==> config.mk <==
export PLATFORM = sky130hd
export DESIGN_NAME = memory_access_flat
export DESIGN_NICKNAME = d
export VERILOG_FILES = /design/src/rtl/memory_access_pkg.sv /design/src/rtl/memory_access_if.sv /design/src/rtl/memory_access_load_aligner.sv /design/src/rtl/memory_access.sv /design/src/flat_wrapper.sv
export SDC_FILE = /design/constraint.sdc
export NUM_CORES = 1
export LEC_CHECK = 0
export BUFFER_PORTS_ARGS = -buffer_cell sky130_fd_sc_hd__buf_4
export CAP_MARGIN = 20
export CORE_ASPECT_RATIO = 0.5
export CORE_MARGIN = 2
export CORE_UTILIZATION = 45
export DETAILED_ROUTE_END_ITERATION = 10
export PLACE_DENSITY = 0.81
export SYNTH_ARGS = -nofsm -noshare
export SYNTH_HDL_FRONTEND = slang
export SYNTH_HIERARCHICAL = 1
export SYNTH_SLANG_ARGS = --single-unit
==> constraint.sdc <==
create_clock -name clk -period 2.7 [get_ports clk]
set_clock_uncertainty 0.05 [all_clocks]
set_input_delay 0.135 -clock clk [delete_from_list [all_inputs] [get_ports clk]]
set_output_delay 0.135 -clock clk [all_outputs]
set_load 0.005 [all_outputs]
==> src/rtl/memory_access_pkg.sv <==
`default_nettype none
// ============================================================================
// Module   : memory_access_pkg
// Purpose  : Shared types and helpers for the memory stage: access-size
//            codes, FSM state encoding, byte-lane and alignment helpers.
// Revision : 1.0 - initial release
// ============================================================================
package memory_access_pkg;

    // Access-size codes carried on PIP_mem_size_i.
    typedef enum logic [1:0] {
        MEM_BYTE = 2'b00,
        MEM_HALF = 2'b01,
        MEM_WORD = 2'b10
    } mem_size_e;

    // Memory-stage FSM states.
    typedef enum logic [0:0] {
        MS_IDLE = 1'b0,
        MS_WAIT = 1'b1
    } mem_state_e;

    localparam int c_wait_cnt_w = 8;

    // Byte enables for an access of the given size at the given byte offset.
    // Loads and stores use the same lane selection.
    function automatic logic [3:0] lane_enables(input logic [1:0] addr_lo,
                                                input logic [1:0] size);
        logic [3:0] be;
        be = 4'b1111;
        if (size == MEM_BYTE) begin
            be = 4'b0001 << addr_lo;
        end else if (size == MEM_HALF) begin
            be = addr_lo[1] ? 4'b1100 : 4'b0011;
        end
        return be;
    endfunction

    // Halfwords must be 2-byte aligned, words 4-byte aligned.
    function automatic logic is_misaligned(input logic [1:0] addr_lo,
                                           input logic [1:0] size);
        return ((size == MEM_HALF) && addr_lo[0]) ||
               ((size == MEM_WORD) && (addr_lo != 2'b00));
    endfunction

endpackage
`default_nettype wire

==> src/rtl/memory_access_if.sv <==
`default_nettype none
// ============================================================================
// Module   : memory_access_if
// Purpose  : Data-memory req/ack port between the memory stage (master) and
//            the data memory (slave).
// Ports    : req   - access request          we    - 1 = write
//            addr  - word-aligned address    be    - byte enables
//            wdata - lane-replicated data    ack   - access complete
//            rdata - read word, valid with ack
// Revision : 1.0 - initial release
// ============================================================================
interface memory_access_if;
    logic        req;
    logic        we;
    logic [31:0] addr;
    logic [3:0]  be;
    logic [31:0] wdata;
    logic        ack;
    logic [31:0] rdata;

    modport master (
        output req, we, addr, be, wdata,
        input  ack, rdata
    );

    modport slave (
        input  req, we, addr, be, wdata,
        output ack, rdata
    );
endinterface
`default_nettype wire

==> src/rtl/memory_access_load_aligner.sv <==
`default_nettype none
// ============================================================================
// Module   : load_aligner
// Purpose  : Combinational load-data alignment: shifts the addressed bytes
//            of a read word down to bit 0, truncates to the access size and
//            sign- or zero-extends to 32 bits.
// Ports    : rdata       - raw memory word
//            addr_lo     - byte offset within the word
//            size        - MEM_BYTE / MEM_HALF / MEM_WORD
//            is_unsigned - zero-extend instead of sign-extend
//            data        - aligned, extended result
// Revision : 1.0 - initial release
// ============================================================================
module load_aligner
    import memory_access_pkg::*;
(
    input  wire logic [31:0] rdata,
    input  wire logic [1:0]  addr_lo,
    input  wire logic [1:0]  size,
    input  wire logic        is_unsigned,
    output logic      [31:0] data
);

    logic [31:0] w_shifted;
    logic        w_sign;

    assign w_shifted = rdata >> {addr_lo, 3'b000};

    always_comb begin
        w_sign = 1'b0;
        data   = w_shifted;
        case (size)
            MEM_BYTE: begin
                w_sign = ~is_unsigned & w_shifted[7];
                data   = {{24{w_sign}}, w_shifted[7:0]};
            end
            MEM_HALF: begin
                w_sign = ~is_unsigned & w_shifted[15];
                data   = {{16{w_sign}}, w_shifted[15:0]};
            end
            default: begin
                data = w_shifted;
            end
        endcase
    end

endmodule
`default_nettype wire

==> src/rtl/memory_access.sv <==
`default_nettype none
// ============================================================================
// Module   : memory_access
// Purpose  : Memory stage of the pipelined RISC-V core. Issues loads and
//            stores over a req/ack data-memory port, steers byte lanes,
//            traps misaligned accesses, aborts accesses that wait too long,
//            stalls upstream while a transfer is outstanding and produces
//            the MEM/WB pipeline registers.
// Ports    : clk, reset_n (async, active low)
//            PIP_*_i  - EX/MEM pipeline registers
//            dmem     - data-memory master port (memory_access_if)
//            stall_o  - holds PC, IF/ID, ID/EX and EX/MEM
//            PIP_*_o  - MEM/WB pipeline registers
// Revision : 1.0 - initial release
// ============================================================================
module memory_access
    import memory_access_pkg::*;
#(
    parameter int MAX_WAIT = 255
) (
    input  wire logic        clk,
    input  wire logic        reset_n,

    input  wire logic        PIP_write_mem_i,
    input  wire logic        PIP_read_mem_i,
    input  wire logic [31:0] PIP_alu_result_i,
    input  wire logic [31:0] PIP_second_operand_i,
    input  wire logic [1:0]  PIP_mem_size_i,
    input  wire logic        PIP_mem_unsigned_i,
    input  wire logic        PIP_use_mem_i,
    input  wire logic        PIP_write_reg_i,
    input  wire logic [4:0]  PIP_rd_i,
    input  wire logic        PIP_TRAP_i,

    memory_access_if.master  dmem,

    output logic             stall_o,
    output logic      [31:0] PIP_alu_result_o,
    output logic      [31:0] PIP_mem_data_o,
    output logic             PIP_use_mem_o,
    output logic             PIP_write_reg_o,
    output logic      [4:0]  PIP_rd_o,
    output logic             PIP_TRAP_o
);

    // Value of the wait counter in the last cycle the request may be held.
    localparam logic [c_wait_cnt_w-1:0] c_wait_last = c_wait_cnt_w'(MAX_WAIT - 1);

    mem_state_e              r_state;
    logic [c_wait_cnt_w-1:0] r_wait_cnt;
    logic [31:0]             r_alu_result;
    logic [31:0]             r_mem_data;
    logic                    r_use_mem;
    logic                    r_write_reg;
    logic [4:0]              r_rd;
    logic                    r_trap;

    logic        w_access;
    logic        w_misaligned;
    logic        w_go;
    logic        w_at_limit;
    logic        w_timeout;
    logic        w_req;
    logic        w_stall;
    logic        w_fault;
    logic [31:0] w_wdata;
    logic [31:0] w_load_data;

    assign w_access     = PIP_read_mem_i | PIP_write_mem_i;
    assign w_misaligned = is_misaligned(PIP_alu_result_i[1:0], PIP_mem_size_i);

    // Gating with reset_n drops req/stall the moment reset is asserted.
    assign w_go = reset_n & w_access & ~w_misaligned;

    // The wait counter already counts the first (IDLE) request cycle, so a
    // fresh access in IDLE is at the limit only when MAX_WAIT is 1.
    assign w_at_limit = (r_state == MS_WAIT) ? (r_wait_cnt == c_wait_last)
                                             : (c_wait_last == '0);

    // An ack in the last allowed cycle completes the access instead.
    assign w_timeout = w_go & ~dmem.ack & w_at_limit;
    assign w_req     = w_go & ~w_timeout;
    assign w_stall   = w_req & ~dmem.ack;
    assign w_fault   = w_access & (w_misaligned | w_timeout);

    always_comb begin
        w_wdata = PIP_second_operand_i;
        case (PIP_mem_size_i)
            MEM_BYTE: w_wdata = {4{PIP_second_operand_i[7:0]}};
            MEM_HALF: w_wdata = {2{PIP_second_operand_i[15:0]}};
            default:  w_wdata = PIP_second_operand_i;
        endcase
    end

    assign dmem.req   = w_req;
    assign dmem.we    = PIP_write_mem_i;
    assign dmem.addr  = {PIP_alu_result_i[31:2], 2'b00};
    assign dmem.be    = reset_n ? lane_enables(PIP_alu_result_i[1:0], PIP_mem_size_i)
                                : 4'b0000;
    assign dmem.wdata = w_wdata;
    assign stall_o    = w_stall;

    load_aligner u_load_aligner (
        .rdata       (dmem.rdata),
        .addr_lo     (PIP_alu_result_i[1:0]),
        .size        (PIP_mem_size_i),
        .is_unsigned (PIP_mem_unsigned_i),
        .data        (w_load_data)
    );

    // FSM, wait counter and MEM/WB registers.
    always_ff @(posedge clk or negedge reset_n) begin
        if (!reset_n) begin
            r_state      <= MS_IDLE;
            r_wait_cnt   <= '0;
            r_alu_result <= '0;
            r_mem_data   <= '0;
            r_use_mem    <= 1'b0;
            r_write_reg  <= 1'b0;
            r_rd         <= '0;
            r_trap       <= 1'b0;
        end else if (w_stall) begin
            // Transfer outstanding: count the cycle, emit a bubble and keep
            // the data fields as they were.
            r_state     <= MS_WAIT;
            r_wait_cnt  <= r_wait_cnt + 1'b1;
            r_use_mem   <= 1'b0;
            r_write_reg <= 1'b0;
            r_trap      <= 1'b0;
        end else begin
            r_state      <= MS_IDLE;
            r_wait_cnt   <= '0;
            r_alu_result <= PIP_alu_result_i;
            r_rd         <= PIP_rd_i;
            if (w_fault) begin
                r_use_mem   <= 1'b0;
                r_write_reg <= 1'b0;
                r_trap      <= 1'b1;
            end else begin
                r_use_mem   <= PIP_use_mem_i;
                r_write_reg <= PIP_write_reg_i;
                r_trap      <= PIP_TRAP_i;
                if (PIP_read_mem_i & w_req & dmem.ack) begin
                    r_mem_data <= w_load_data;
                end
            end
        end
    end

    assign PIP_alu_result_o = r_alu_result;
    assign PIP_mem_data_o   = r_mem_data;
    assign PIP_use_mem_o    = r_use_mem;
    assign PIP_write_reg_o  = r_write_reg;
    assign PIP_rd_o         = r_rd;
    assign PIP_TRAP_o       = r_trap;

endmodule
`default_nettype wire

==> src/flat_wrapper.sv <==
// flat-port wrapper written by rule: the top's interface ports become plain ports
module memory_access_flat import memory_access_pkg::*;
#(
    parameter int MAX_WAIT = 255
)
  (clk, reset_n, PIP_write_mem_i, PIP_read_mem_i, PIP_alu_result_i, PIP_second_operand_i, PIP_mem_size_i, PIP_mem_unsigned_i, PIP_use_mem_i, PIP_write_reg_i, PIP_rd_i, PIP_TRAP_i, stall_o, PIP_alu_result_o, PIP_mem_data_o, PIP_use_mem_o, PIP_write_reg_o, PIP_rd_o, PIP_TRAP_o, dmem_req, dmem_we, dmem_addr, dmem_be, dmem_wdata, dmem_ack, dmem_rdata);
  memory_access_if dmem_i ();
  input  wire logic clk;
  input  wire logic reset_n;
  input  wire logic PIP_write_mem_i;
  input  wire logic PIP_read_mem_i;
  input  wire logic [31:0] PIP_alu_result_i;
  input  wire logic [31:0] PIP_second_operand_i;
  input  wire logic [1:0] PIP_mem_size_i;
  input  wire logic PIP_mem_unsigned_i;
  input  wire logic PIP_use_mem_i;
  input  wire logic PIP_write_reg_i;
  input  wire logic [4:0] PIP_rd_i;
  input  wire logic PIP_TRAP_i;
  output logic stall_o;
  output logic      [31:0] PIP_alu_result_o;
  output logic      [31:0] PIP_mem_data_o;
  output logic PIP_use_mem_o;
  output logic PIP_write_reg_o;
  output logic      [4:0] PIP_rd_o;
  output logic PIP_TRAP_o;
  output wire logic [$bits(dmem_i.req)-1:0] dmem_req;
  output wire logic [$bits(dmem_i.we)-1:0] dmem_we;
  output wire logic [$bits(dmem_i.addr)-1:0] dmem_addr;
  output wire logic [$bits(dmem_i.be)-1:0] dmem_be;
  output wire logic [$bits(dmem_i.wdata)-1:0] dmem_wdata;
  input wire logic [$bits(dmem_i.ack)-1:0] dmem_ack;
  input wire logic [$bits(dmem_i.rdata)-1:0] dmem_rdata;
  assign dmem_req = dmem_i.req;
  assign dmem_we = dmem_i.we;
  assign dmem_addr = dmem_i.addr;
  assign dmem_be = dmem_i.be;
  assign dmem_wdata = dmem_i.wdata;
  assign dmem_i.ack = dmem_ack;
  assign dmem_i.rdata = dmem_rdata;
  memory_access #(.MAX_WAIT(MAX_WAIT)) u_core (.clk(clk), .reset_n(reset_n), .PIP_write_mem_i(PIP_write_mem_i), .PIP_read_mem_i(PIP_read_mem_i), .PIP_alu_result_i(PIP_alu_result_i), .PIP_second_operand_i(PIP_second_operand_i), .PIP_mem_size_i(PIP_mem_size_i), .PIP_mem_unsigned_i(PIP_mem_unsigned_i), .PIP_use_mem_i(PIP_use_mem_i), .PIP_write_reg_i(PIP_write_reg_i), .PIP_rd_i(PIP_rd_i), .PIP_TRAP_i(PIP_TRAP_i), .dmem(dmem_i), .stall_o(stall_o), .PIP_alu_result_o(PIP_alu_result_o), .PIP_mem_data_o(PIP_mem_data_o), .PIP_use_mem_o(PIP_use_mem_o), .PIP_write_reg_o(PIP_write_reg_o), .PIP_rd_o(PIP_rd_o), .PIP_TRAP_o(PIP_TRAP_o));
endmodule
==> results.txt, run 1 <==
Outcome: finished clean
First-pass GRT wire length: 21.3 mm
Final Non-Filler Cells: 793
DRT antenna net count: 0
Post-synthesis mux area share: 28.1%
Worst R2R Start: u_core/r_wait_cnt[0]$_DFF_PN0_
WS Path Type: reg2out
Post-Syn Area per Cell: 11.6 µm²
Relative slew slack: 56.8%
Layout cells sized above 1: 57.6%
Worst setup EP type: output pin
Fillers: 729
P_leak: 0.00346 µW
Die area: 0.0113 mm²
Routed WL per cell: 16.9 µm
Setup bufs post-CTS: 0
Vias in the first global route: 4218
Die width: 148 µm
Actual slew at the worst max-slew pin: 0.645 ns
DRT Wirelength: 13.4 mm
Clock Path Buffers: 2
Largest net degree at the start of global routing: 87
Hpwl dp: 8.94 mm
Area of the mapped netlist: 0.00467 mm²
Compound-Gate Fraction of Synth Area: 9.16%
Hold Crit Class: in2reg
TritonCTS clock tree: built
Final min period: 2.37 ns
Area Growth Syn to Fin: 51.1%
Setup TNS: 0 ns
Num CTS Buffers: 9
CP Max Fanout: 9
Placed cell count: 739
FP Rows: 26
Starting Density: 46.0%
Hold Startpoint: PIP_alu_result_i[6]
CP required: 2.52 ns
Top FF cell, synth: dfrtp_1
# DRC: 0
VDD IR max: 366 µV
Post-synthesis xor/xnor area fraction: 1.31%
I/O Buffers: 252
Die Y: 76.1 µm
Final net count: 763
Initial antenna violation count: 0
Placer Congestion: 0.804
DRT iter0 DRCs: 263
Slew Viols, Final: 0
CP Data Arrival Time: 2.19 ns
Via count: 3954
Hold slack: 0.0261 ns
Startpoint class of the critical path: flop
DRT Pass-1 Iters: 4
Clk root buf: clkbuf_16
Synth async-reset ratio: 100%
Routed vias/inst: 4.99
Sequential area share after synthesis: 43.4%
Hold Fails Final Rpt: 0
Grt total ovfl: 0
Distinct cells, synth: 35
YS warnings: 6
Core ar.: 0.0101 mm²
Top cell type's share of synthesized area: 43.4%
Number of synthesized flops with an enable pin: 0
Sequential cell area: 0.00203 mm²
Number of H-tree levels: 3
Clk sinks: 81
Top post-synthesis cells by area: dfrtp_1 (43%), mux2_2 (16%), buf_4 (7.1%), mux2_4 (7.1%), mux2i_1 (5.1%)
Tcrit/Tclk final: 87.8%
RSZ-0062 raised after global routing: no
Worst Setup SP: u_core/r_wait_cnt[0]$_DFF_PN0_
Yosys reg bits: 81
# diodes: 0
Fmax: 422 MHz
Area of the multi-input gates: 0.00220 mm²
Num ports: 255
Synth Area in Simple Gates: 7.76%
Adder-cell share of the synthesized area: 0.535%
Setup violations, final: 0
Synth Instances: 404
PD cells: 530 mW/mm²
Area leader, netlist: dfrtp_1
Max-Cap Viols: 0
Worst-path clk slew: 0.06 ns
Largest family of logic cells by synthesized area: multiplexers
Skew-Pair Late Insertion Delay: 0.34 ns
GRT Resource Usage Total: 23.5%
Count leader, synth: dfrtp_1
Leading cell types by count after synthesis: dfrtp_1 (81), mux2_2 (66), buf_4 (44), a21oi_1 (24), mux2i_1 (24)
[path summary, 6_finish.rpt]
| path | cells past startpoint | end | slack [ns] |
|---|---|---|---|
| min reg2reg | 1 | u_core/PIP_alu_result_o[30]$_DFFE_PN0N_ | 0.46 |
| max | 7 | stall_o | 0.33 |
| max in group asynchronous | 4 | u_core/PIP_mem_data_o[23]$_DFFE_PN0P_ | 1.79 |
| max reg2reg | 7 | u_core/PIP_alu_result_o[16]$_DFFE_PN0N_ | 0.34 |
| min in group asynchronous | 3 | u_core/PIP_rd_o[4]$_DFFE_PN0N_ | 0.24 |
| min | 2 | u_core/PIP_alu_result_o[6]$_DFFE_PN0N_ | 0.03 |
[per-stage QoR]
stage	cell area (µm²)	utilization (%)	power, µW	setup slack (ns)
final	7060	69.6	3740	0.329
after global routing	7060	69.6	3930	0.219
after CTS	7030	69.2	3750	0.319
after detailed placement	6360	62.7	2470	0.420
after global placement	6360	62.7	2450	0.465
after floorplan	4680	-	1910	0.757
[area by class of cell]
type	count	area share [%]
repair buffers	296	33.3
multi-input cells	257	31.2
flip-flops and latches	81	28.7
clock buffers	9	3.19
well taps	140	2.48
clock inverters	6	0.974
inverters	4	0.213
[timing repair]
action	in CTS	in global routing
endpoints found under the hold margin	37	6
resized for setup	0	0
setup endpoints to repair	0	0
hold buffers	37	1
[registers in the layout, indices dropped and copies added (netlist names)]
name and count:
u_core/PIP_mem_data_o 32, u_core/r_state 1, u_core/PIP_write_reg_o 1, u_core/r_wait_cnt 8
u_core/PIP_rd_o 5, u_core/PIP_use_mem_o 1, u_core/PIP_TRAP_o 1, u_core/PIP_alu_result_o 32
[placed cells by master, fill, tap and decap left out, drive strengths merged, types with 5 or more instances in the layout]
| cell type | count |
|---|---|
| buf | 258 |
| mux2 | 88 |
| dfrtp | 81 |
| dlygate4sd3 | 38 |
| mux2i | 24 |
| a21oi | 24 |
| nor2 | 22 |
| nor2b | 14 |
| nand2 | 12 |
| clkbuf | 9 |
| o21ai | 9 |
| o22ai | 9 |
| or2 | 9 |
| o2bb2ai | 8 |
| a211oi | 7 |
| xnor2 | 5 |
| inv | 5 |
[kinds of logic after synthesis]
| group | after synthesis |
|---|---|
| other | 1 |
| DFF | 81 |
| buffers and inverters | 67 |
| muxes | 112 |
| AOI/OAI and AO/OA | 63 |
| and+or+nand+nor | 71 |
| xor gates and xnor gates | 7 |
| adders and majority gates | 2 |
[layer usage]
metal / track usage, % / vias to the layer above / wire (µm)
li1: - / 1876 / -
met1: 25.6 / 1908 / 5100
met2: 44.4 / 144 / 7300
met3: 5.09 / 26 / 674
met4: 9.62 / 0 / 318
met5: 0 / - / 0
[critical path, cell delays in order, from the launching register on]
cell and delay [ns]:
dfrtp_1 0.43, inv_1 0.07, ha_1 0.20, nand4_1 0.11
nor2_1 0.05, or4_2 0.72, inv_1 0.15, buf_4 0.12
[power by group]
| group | internal, µW | total, µW | switching [µW] |
|---|---|---|---|
| Clock | 718 | 1230 | 511 |
| Combinational | 642 | 1040 | 394 |
| Sequential | 1380 | 1480 | 101 |
Power figures use the tool's default switching activity.
==> run 2, diff against run 1 <==
--- a/config.mk
+++ b/config.mk
@@ -14,5 +14,4 @@
 export PLACE_DENSITY = 0.81
 export SYNTH_ARGS = -nofsm -noshare
 export SYNTH_HDL_FRONTEND = slang
-export SYNTH_HIERARCHICAL = 1
 export SYNTH_SLANG_ARGS = --single-unit
==> run 2 against run 1 <==
Net effect: final area decreased by 2.6%; routed wire length increased by 3.2%; critical path type unchanged; largest cell class unchanged; via count increased by 6.1%; non-clock buffer count decreased by 2; sequential power about the same; the run now ends with hold timing left; largest power group unchanged; combinational power decreased by 7%.
==> results.txt, run 2 <==
I/O Buffers: 252
Setup violations, final: 0
CP peak stage delay: 0.83 ns
Layout cells sized above 1: 46.4%
Combinational share of power: 26.2%
Max-Cap Viols: 0
Stages on worst setup path: 7
Setup bufs post-CTS: 0
Sequential area share after synthesis: 44.7%
Met1 Wirelength: 5.37 mm
Num ports: 255
P_leak: 0.00351 µW
Failing checks: hold timing
Clk sinks: 81
Via count: 4196
TritonCTS clock tree: built
Placed cell count: 776
Hold depth: 2
VDD IR max: 270 µV
Clk root buf: clkbuf_16
Yosys reg bits: 81
Synth async-reset ratio: 100%
# diodes: 0
PD cells: 536 mW/mm²
Hpwl dp: 9.95 mm
FP Rows: 25
Slowest-stage cell, CP: or4b_4
GRT Resource Usage Total: 24.7%
Top cell type's share of synthesized area: 44.7%
Final Non-Filler Cells: 829
Area Growth Syn to Fin: 51.7%
Seq pwr share: 39.6%
YS warnings: 0
Vias in the first global route: 4206
Worst setup EP type: output pin
WP buf/inv: 3
CP most frequent cell: inv_1
Clock Path Buffers: 2
Num CTS Buffers: 9
Outcome: complete, but fails checks
Die area: 0.0109 mm²
Hold Fails Final Rpt: 1
Top layer in use: met4
Top post-synthesis cells by area: dfrtp_1 (45%), mux2i_1 (7.3%), buf_4 (6.8%), mux2_4 (6.6%), nand2_1 (6.5%)
Metal3 WL: 903 µm
RSZ-0062 raised after global routing: no
Die width: 146 µm
Placed cell areas: 0.00620 mm²
Tcrit/Tclk final: 91.6%
First-pass GRT wire length: 21.3 mm
CP Max Fanout: 47
Relative slew slack: 52.3%
Clock share of power: 34.2%
Most frequent cells in the layout: buf_4 (257), dfrtp_1 (81), nand2_1 (79), dlygate4sd3_1 (37), mux2i_1 (33)
Final min period: 2.47 ns
DRT Wirelength: 13.8 mm
Synth Instances: 451
Core ar.: 0.00960 mm²
Final Util: 71.6%
Leading cell types by count after synthesis: dfrtp_1 (81), nand2_1 (79), buf_4 (41), mux2i_1 (33), nor2_1 (32)
Net Sw Frac: 27.6%
Number of H-tree levels: 3
Area leader, netlist: dfrtp_1
Area of the mapped netlist: 0.00453 mm²
Skew-Pair Late Insertion Delay: 0.33 ns
CP top delay family: simple AND/OR/NAND/NOR gates
Routed vias/inst: 5.06
CP required: 2.52 ns
Crit path cell chain: inv_1, ha_1, nand4_1, nor2_1, or4b_4, inv_1, buf_4
Number of synthesized flops with an enable pin: 0
Worst-path clk slew: 0.06 ns
Die Y: 75.0 µm
Resize count post-CTS: 0
Count leader, synth: dfrtp_1
# DRC: 0
Initial antenna violation count: 0
Placer Congestion: 0.844
CP Data Arrival Time: 2.29 ns
Commonest non-fill, non-tap cell in the layout: buf_4
Largest net degree at the start of global routing: 53
Starting Density: 47.2%
DRT antenna net count: 0
Hold Crit Class: in2reg
Startpoint class of the critical path: flop
Actual slew at the worst max-slew pin: 0.715 ns
DRT iter0 DRCs: 309
Setup TNS: 0 ns
Distinct cells, synth: 40
Met2 WL: 7.28 mm
Fin area: 0.00688 mm²
Cell Int Power: 2670 µW
Grt total ovfl: 0
Fmax: 404 MHz
Net Switching: 1020 µW
Internal reg-to-reg setup slack: 0.42 ns
Slew Viols, Final: 0
Routed WL per cell: 16.7 µm
Post-Syn Area per Cell: 10.1 µm²
WS Path Type: reg2out
DRT Pass-1 Iters: 4
Top FF cell, synth: dfrtp_1
Final net count: 803
Hold slack: -0.00468 ns
R2R depth: 6
-- run 2: cell types whose count changed after synthesis, moves of 5 or more --
cell | previous run | this run
a211oi_1 | 7 | 0
clkbuf_1 | 8 | 13
mux2_2 | 66 | 26
mux2i_1 | 24 | 33
nand2_1 | 12 | 79
nand3_1 | 4 | 10
nor2_1 | 20 | 32
nor2b_1 | 14 | 5
o21ai_0 | 9 | 19
o22ai_1 | 9 | 0
o311ai_0 | 0 | 8
or2_2 | 9 | 1
-- run 2: kinds of logic after synthesis --
family	Yosys count	share of synthesized area [%]
muxes	79	20.4
AOI/OAI and AO/OA	65	9.16
other	1	0.0827
adders and majority gates	2	0.552
DFF	81	44.7
buffers and inverters	73	10.1
xor gates and xnor gates	6	1.16
and+or+nand+nor	144	13.9
-- run 2: final timing paths --
check,start,to
worst max-delay path,u_core.r_wait_cnt[0]$_DFF_PN0_,stall_o
worst min-delay path,PIP_use_mem_i,u_core.PIP_use_mem_o$_DFF_PN0_
worst max register to register,u_core.r_wait_cnt[0]$_DFF_PN0_,u_core.PIP_rd_o[2]$_DFFE_PN0N_
worst min register to register,u_core.PIP_mem_data_o[2]$_DFFE_PN0P_,u_core.PIP_mem_data_o[2]$_DFFE_PN0P_
max in group asynchronous,reset_n,u_core.PIP_rd_o[3]$_DFFE_PN0N_
min in group asynchronous,reset_n,u_core.r_state$_DFF_PN0_
-- run 2: area by class of cell --
cell class	count	area, µm²
multi-input cells	298	2050
inverters	5	18.8
repair buffers	294	2300
fillers	686	2730
clock buffers	9	225
well taps	135	169
flip-flops and latches	81	2030
clock inverters	7	83.8
-- run 2: routing by layer --
layer,global-route usage (%),vias to the layer above
met5,0,-
met2,46.9,174
met1,28.8,2015
met4,6.75,0
li1,-,1982
met3,6.24,25
-- run 2: power by group through the flow --
stage	combinational (µW)	clock, µW	sequential (µW)
4_1_cts	968	1280	1460
3_3_place_gp	902	0	1470
5_1_grt	1050	1340	1480
2_1_floorplan	365	0	1480
3_5_place_dp	921	0	1480
6_report	964	1260	1460
-- run 2: metrics by stage --
step	setup WS [ns]	total power (µW)
finish	0.227	3680
global route	0.0566	3860
CTS	0.207	3710
detailed placement	0.444	2400
global placement	0.491	2370
floorplan	0.666	1840
-- run 2: timing repair --
item | in CTS | in global routing
endpoints found under the hold margin | 117 | 0
endpoints found under the setup margin | 0 | 0
hold buffers | 37 | 0
